`config.mk`:
```
export PLATFORM = sky130hd
export DESIGN_NAME = uart_tx_parity
export DESIGN_NICKNAME = d
export VERILOG_FILES = /design/src/rtl/uart_tx_parity.sv
export SDC_FILE = /design/constraint.sdc
export NUM_CORES = 1
export LEC_CHECK = 0
export CORE_AREA = 2 2 43 45
export CTS_CLUSTER_DIAMETER = 200
export DETAILED_ROUTE_END_ITERATION = 8
export DIE_AREA = 0 0 45 47
export DONT_BUFFER_PORTS = 1
export GPL_ROUTABILITY_DRIVEN = 0
export HOLD_SLACK_MARGIN = 0.06
export PLACE_DENSITY = 0.76
export SLEW_MARGIN = 20
export SYNTH_ARGS = -nofsm -noshare
export SYNTH_HDL_FRONTEND = slang
export SYNTH_SLANG_ARGS = --single-unit
```
`constraint.sdc`:
```
create_clock -name clk -period 3.85 [get_ports clk]
set_input_delay 0.5775 -clock clk [delete_from_list [all_inputs] [get_ports clk]]
set_output_delay 0.5775 -clock clk [all_outputs]
set_load 0.02 [all_outputs]
```
`src/rtl/uart_tx_parity.sv`:
```
// uart_tx_parity: UART transmitter, start / DBIT data (LSB first) / parity / stop, paced by a 16x s_tick.
// Define UART_TX_PARITY_EN to include the parity bit; otherwise frames omit it and tx_parity reads 0.
module uart_tx_parity #(
    parameter int DBIT       = 8,
    parameter int SB_TICK    = 16,
    parameter int PARITY_ODD = 0
) (
    input  logic            clk,
    input  logic            reset,
    input  logic            s_tick,
    input  logic            tx_start,
    input  logic [DBIT-1:0] din,
    output logic            tx_busy,
    output logic            tx_done_tick,
    output logic            tx_parity,
    output logic            tx
);
    localparam int SW = ($clog2(SB_TICK) < 4) ? 4 : $clog2(SB_TICK);
    localparam int NW = (DBIT < 2) ? 1 : $clog2(DBIT);
`ifdef UART_TX_PARITY_EN
    typedef enum logic [2:0] {IDLE, START, DATA, PARITY, STOP} state_t;
`else
    typedef enum logic [2:0] {IDLE, START, DATA, STOP} state_t;
`endif
    state_t          state_q, state_d;
    logic [SW-1:0]   s_q, s_d;
    logic [NW-1:0]   n_q, n_d;
    logic [DBIT-1:0] b_q, b_d;
    logic            tx_q, tx_d;
    logic            bit_end;
    assign bit_end = s_tick && (s_q == SW'(15));
    always_comb begin
        state_d      = state_q;
        s_d          = s_q;
        n_d          = n_q;
        b_d          = b_q;
        tx_done_tick = 1'b0;
        case (state_q)
            IDLE: if (tx_start) begin
                state_d = START;
                b_d     = din;
                s_d     = '0;
            end
            START: if (s_tick) begin
                s_d = bit_end ? '0 : s_q + SW'(1);
                n_d = bit_end ? '0 : n_q;
                state_d = bit_end ? DATA : START;
            end
            DATA: if (s_tick) begin
                s_d = bit_end ? '0 : s_q + SW'(1);
                if (bit_end) begin
                    b_d = b_q >> 1;
                    n_d = (n_q == NW'(DBIT - 1)) ? n_q : n_q + NW'(1);
`ifdef UART_TX_PARITY_EN
                    state_d = (n_q == NW'(DBIT - 1)) ? PARITY : DATA;
`else
                    state_d = (n_q == NW'(DBIT - 1)) ? STOP : DATA;
`endif
                end
            end
`ifdef UART_TX_PARITY_EN
            PARITY: if (s_tick) begin
                s_d     = bit_end ? '0 : s_q + SW'(1);
                state_d = bit_end ? STOP : PARITY;
            end
`endif
            STOP: if (s_tick) begin
                // Stop length is SB_TICK ticks, so the terminal count differs from the 16-tick bits
                if (s_q == SW'(SB_TICK - 1)) begin
                    s_d          = '0;
                    state_d      = IDLE;
                    tx_done_tick = 1'b1;
                end else begin
                    s_d = s_q + SW'(1);
                end
            end
            default: state_d = IDLE;
        endcase
    end
`ifdef UART_TX_PARITY_EN
    localparam logic ODD = (PARITY_ODD != 0);
    logic p_q, p_d;
    assign p_d  = (state_q == IDLE && tx_start) ? ((^din) ^ ODD) : p_q;
    assign tx_d = (state_d == START)  ? 1'b0 :
                  (state_d == DATA)   ? b_d[0] :
                  (state_d == PARITY) ? p_d : 1'b1;
    always_ff @(posedge clk) begin
        if (reset) p_q <= 1'b0;
        else       p_q <= p_d;
    end
    assign tx_parity = p_q;
`else
    logic unused_odd;
    assign unused_odd = (PARITY_ODD != 0);
    assign tx_d = (state_d == START) ? 1'b0 :
                  (state_d == DATA)  ? b_d[0] : 1'b1;
    assign tx_parity = 1'b0;
`endif
    always_ff @(posedge clk) begin
        if (reset) begin
            state_q <= IDLE;
            s_q     <= '0;
            n_q     <= '0;
            b_q     <= '0;
            tx_q    <= 1'b1;
        end else begin
            state_q <= state_d;
            s_q     <= s_d;
            n_q     <= n_d;
            b_q     <= b_d;
            tx_q    <= tx_d;
        end
    end
    assign tx      = tx_q;
    assign tx_busy = (state_q != IDLE);
endmodule

```
# ---- After elaboration in Yosys (flattened, before gate mapping)
# Index checks and enable logic that the tools add are counted.
dict set report totals {
  regBits 19
  input_bits 12
  output_inout_bits 4
}
dict set report classes {
  n_addsub 2
  eq_ne 15
  n_mux 30
  n_reduce_logical 10
}
# cell count
set op_table {}
lappend op_table {{$mux W3} 11}
lappend op_table {{$mux W8} 3}
lappend op_table {{$mux W4} 5}
lappend op_table {{$pmux W8 S2} 1}
lappend op_table {{$ne A2 B2 Y1 const B} 7}
lappend op_table {{$pmux W3 S4} 1}
lappend op_table {{$pmux W4 S3} 1}
lappend op_table {{$eq A3 B2 Y1 const B} 3}
lappend op_table {{$reduce_and A4 Y1} 2}
lappend op_table {{$eq A3 B1 Y1 const B} 2}
lappend op_table {{$mux W1} 6}
lappend op_table {{$pmux W3 S2} 1}
lappend op_table {{$reduce_and A6 Y1} 1}
lappend op_table {{$reduce_bool A3 Y1} 2}
lappend op_table {{$add A4 B1 Y4 const B} 1}
lappend op_table {{$eq A4 B4 Y1 const B} 1}
lappend op_table {{$reduce_bool A2 Y1} 2}
lappend op_table {{$add A3 B1 Y3 const B} 1}
lappend op_table {{$eq A3 B3 Y1 const B} 1}
lappend op_table {{$logic_not A3 Y1} 1}
lappend op_table {{$mux W2} 1}
lappend op_table {{$ne A2 B1 Y1 const B} 1}
lappend op_table {{$reduce_or A2 Y1} 1}
lappend op_table {{$logic_and A1 B1 Y1} 1}

# ---- Logic depth before layout (Yosys ltp)
dict set report depth {
  word_depth 8
  ltp_mapped 6
}

# ---- Worst setup path before layout
# Ideal clock, no wire load.
dict set report synth_timing {
  path_type {input to output}
  startpoint {input port s_tick}
  endpoint {output port tx_done_tick}
  t_arrival_ns 1.528
  slack_ns 1.745
  path_stages 4
  cell_sequence {buf_6 -> and4_4 -> nand2_1 -> nor3b_1}
}
dict set report synth_between {
  elab_chain_cells 2
}
# element line_no
set synth_lines {}
lappend synth_lines {{from (decl)} 10} ;# input logic s_tick,
lappend synth_lines {{$mux W1} 67} ;# STOP: if (s_tick) begin
lappend synth_lines {{$mux W1} 38} ;# case (state_q)
lappend synth_lines {{to (decl)} 14} ;# output logic tx_done_tick,
# Every way passes these cells.

# ---- Final worst setup path
dict set report layout_timing {
  startpoint {register s_q[0]}
  endpoint {output port tx_done_tick}
}
dict set report layout_between {
  elab_chain_cells 4
}
# element line_no
set layout_lines {}
lappend layout_lines {{from (decl)} 26} ;# logic [SW-1:0] s_q, s_d;
lappend layout_lines {{from (signal assigned)} 102} ;# s_q <= '0;
lappend layout_lines {{from (signal assigned)} 108} ;# s_q <= s_d;
lappend layout_lines {{$eq A4 B4 Y1} 69} ;# if (s_q == SW'(SB_TICK - 1)) begin
lappend layout_lines {{$mux W1} 69}
lappend layout_lines {{$mux W1} 67}
lappend layout_lines {{$mux W1} 38}
# Every way passes these cells.

==> results.toml <==
[critical_path]
crit_arrival_ns = 1.88
path_delay_family = "simple AND/OR/NAND/NOR gates"
crit_path_end_kind = "output pin"
critical_path_required_ns = 3.27
critPathLaunch = "s_q[0]"
r2r_start = "state_q[2]"
critPathMaxFanout = 5
slowest_delay_ns = 0.60
crit_buf_inv = 0
crit_slowest_cell = "nor3b_1"
crit_chain = "ha_1, and4_4, nand2_1, nor3b_1"
start_kind = "register"
critPathKind = "register to output pin"

[synthesis]
synthesis.area_um2 = 996
synth_area_per_cell_um2 = 8.81
yosysTopAreaCellShare_pct = 38.2
synth.most_common_cell = "dfxtp_1"
ys_async_sr_fraction_pct = 0
yosys_warnings = 0
ys_top_cells_by_area = "dfxtp_1 38%, a21oi_1 7.0%, a22oi_1 6.0%"
synth_flop_cell = "dfxtp_1"
synth-edff-count = 0
synth_cell_types = 37
postSynthCellCount = 113
synth-seq-area-share_pct = 38.2
ys_ff_latch = 19
synthTopCellsByCount = "19 x dfxtp_1, 14 x a21oi_1, 13 x nand2_1, 8 x a22oi_1, 6 x nor2_1"
yosysTopAreaCell = "dfxtp_1"

[clocking]
clkLatencyLatePin_ns = 0.30
clockBufferDepth = 2
cts_setup_buffers = 0
clockRootBuffer = "clkbuf_4"
cts_buffers = 3
holdBufCountCts = 0
clkSinkCount = 19
tritoncts = "done"
clkSlewWorstSetupHoldPaths_ns = 0.11
htree_levels = 1
post_cts_resized = 0

[detailed_routing]
firstDrtPassIters = 4
dr.first_iter.drc_count = 23
drc = 0
vias_per_cell = 6.44
wl_per_cell_um = 14.0
wl_um = 1760
ant_nets = 0
routed-via-count = 811

[power_and_ir_drop]
comb_power_share_pct = 6.1
p_int_mw = 0.250
clock_power_share_pct = 30.7
seq_power_share_pct = 63.2
netSwitchingFraction_pct = 24.1
netSwitchingPower_mw = 0.0792
totalPowerFinal_mw = 0.329
peakVddDrop_uv = 198
power.leakage_nw = 0.343
p_per_area_mw_per_mm2 = 335

[floorplanning]
start_util_pct = 60.3
ios = 16
core_mm2 = 0.00165
core.rowCount = 15
die_area_mm2 = 0.00212
fp.dieH_um = 47
die_w_um = 45

[grt]
grtUsageTotal_pct = 18.5
grt_max_degree = 18
overflow = 0
grt_pass1_vias = 641
antenna_found_initial = 0
grt_pass1_wl_um = 2890

[timing]
fin_skew_ns = 0.00918
whs_ns = 0.327
setup_violations = 0
timing.setup.tns_ns = 0
slew_headroom_pct = 55.2
tightest_slew_ns = 0.669
finalHoldViolCount = 0
finalCritPeriodShare_pct = 63.8
drv_slew = 0
post-route-min-period_ns = 2.45
rsz0062_at_grt = "no"
fmax_ghz = 0.407

[hold_path]
worstHoldStart = "reset"
hold_path.class = "primary input to register"

[finish]
syn_to_final_growth_pct = -1.38
diodes = 0
final_layout_size_suffix_gt1_share_pct = 9.17
final_nets = 125
final_core_util_pct = 59.5

[placement]
port_buffers = 0
hpwl_um = 1280

[run]
max-cap-violations = 0

[status]
status = "complete, no violations"
[cell type report]
class	count	area, µm²
clock inverters	1	5.00
well taps	17	21.3
flip-flops and latches	19	380
clock buffers	3	22.5
multi-input cells	83	542
inverters	3	11.3
fillers	143	669
[logic make-up (layout without fill, tap and decap cells)]
kind of cell	after synthesis	after routing	synth area share [%]
AND/OR/NAND/NOR	40	40	24.2
AO/OA/AOI/OAI	38	38	25.6
flip-flops	19	19	38.2
buffers and inverters	12	7	7.79
adder cells (fa/ha/maj)	3	3	3.77
other	1	2	0.377
[power groups by stage]
| stage | Clock, mW | Combinational (mW) | Sequential (mW) |
|---|---|---|---|
| final | 0.101 | 0.0201 | 0.208 |
| after global routing | 0.113 | 0.0230 | 0.209 |
| after CTS | 0.102 | 0.0201 | 0.208 |
| after detailed placement | 0 | 0.0200 | 0.212 |
| after global placement | 0 | 0.0195 | 0.212 |
| after floorplan | 0 | 0.0263 | 0.209 |
[worst paths after layout]
kind                        to  slack [ns]  depth (start not counted)
setup / recovery  tx_done_tick        1.40                          4
hold / removal          b_q[2]        0.33                          1
setup reg to reg            tx        1.97                          4
hold reg to reg         b_q[2]        0.46                          2
[registers in the layout, indices dropped and copies added, names as in the netlist]
signal / count
b_q: 8
n_q: 3
s_q: 4
state_q: 3
tx: 1
[per-stage QoR]
stage,instance area [µm²],setup WS (ns),instances
final,982,1.40,126
after floorplan,1000,1.74,114
after global placement,955,1.76,122
after detailed placement,955,1.72,122
after CTS,982,1.38,126
after global routing,982,1.29,126
[cell usage in the layout (no fill, tap or decap), types with 2 or more instances in the layout]
cell type,Yosys,final
a21oi_1,14,14
a221oi_1,2,2
a22oi_1,8,8
a32oi_1,2,2
clkbuf_4,0,3
conb_1,1,2
dfxtp_1,19,19
ha_1,3,3
inv_1,3,3
nand2_1,13,13
nand3_1,3,3
nand4_1,2,2
nand4b_1,2,2
nor2_1,6,6
nor2b_1,2,2
nor3b_1,3,3
o21ai_0,2,2
o21ai_1,2,2
or3_1,2,2
[layer usage]
layer  vias to the layer above  GRT usage, %  routed length [µm]
met5                         -             0                   0
met2                        21          29.7                 886
met4                         0          7.06                  19
met3                         4          2.31                  91
li1                        407             -                   -
met1                       379          25.4                 762
(Power assumes the default switching activity.)
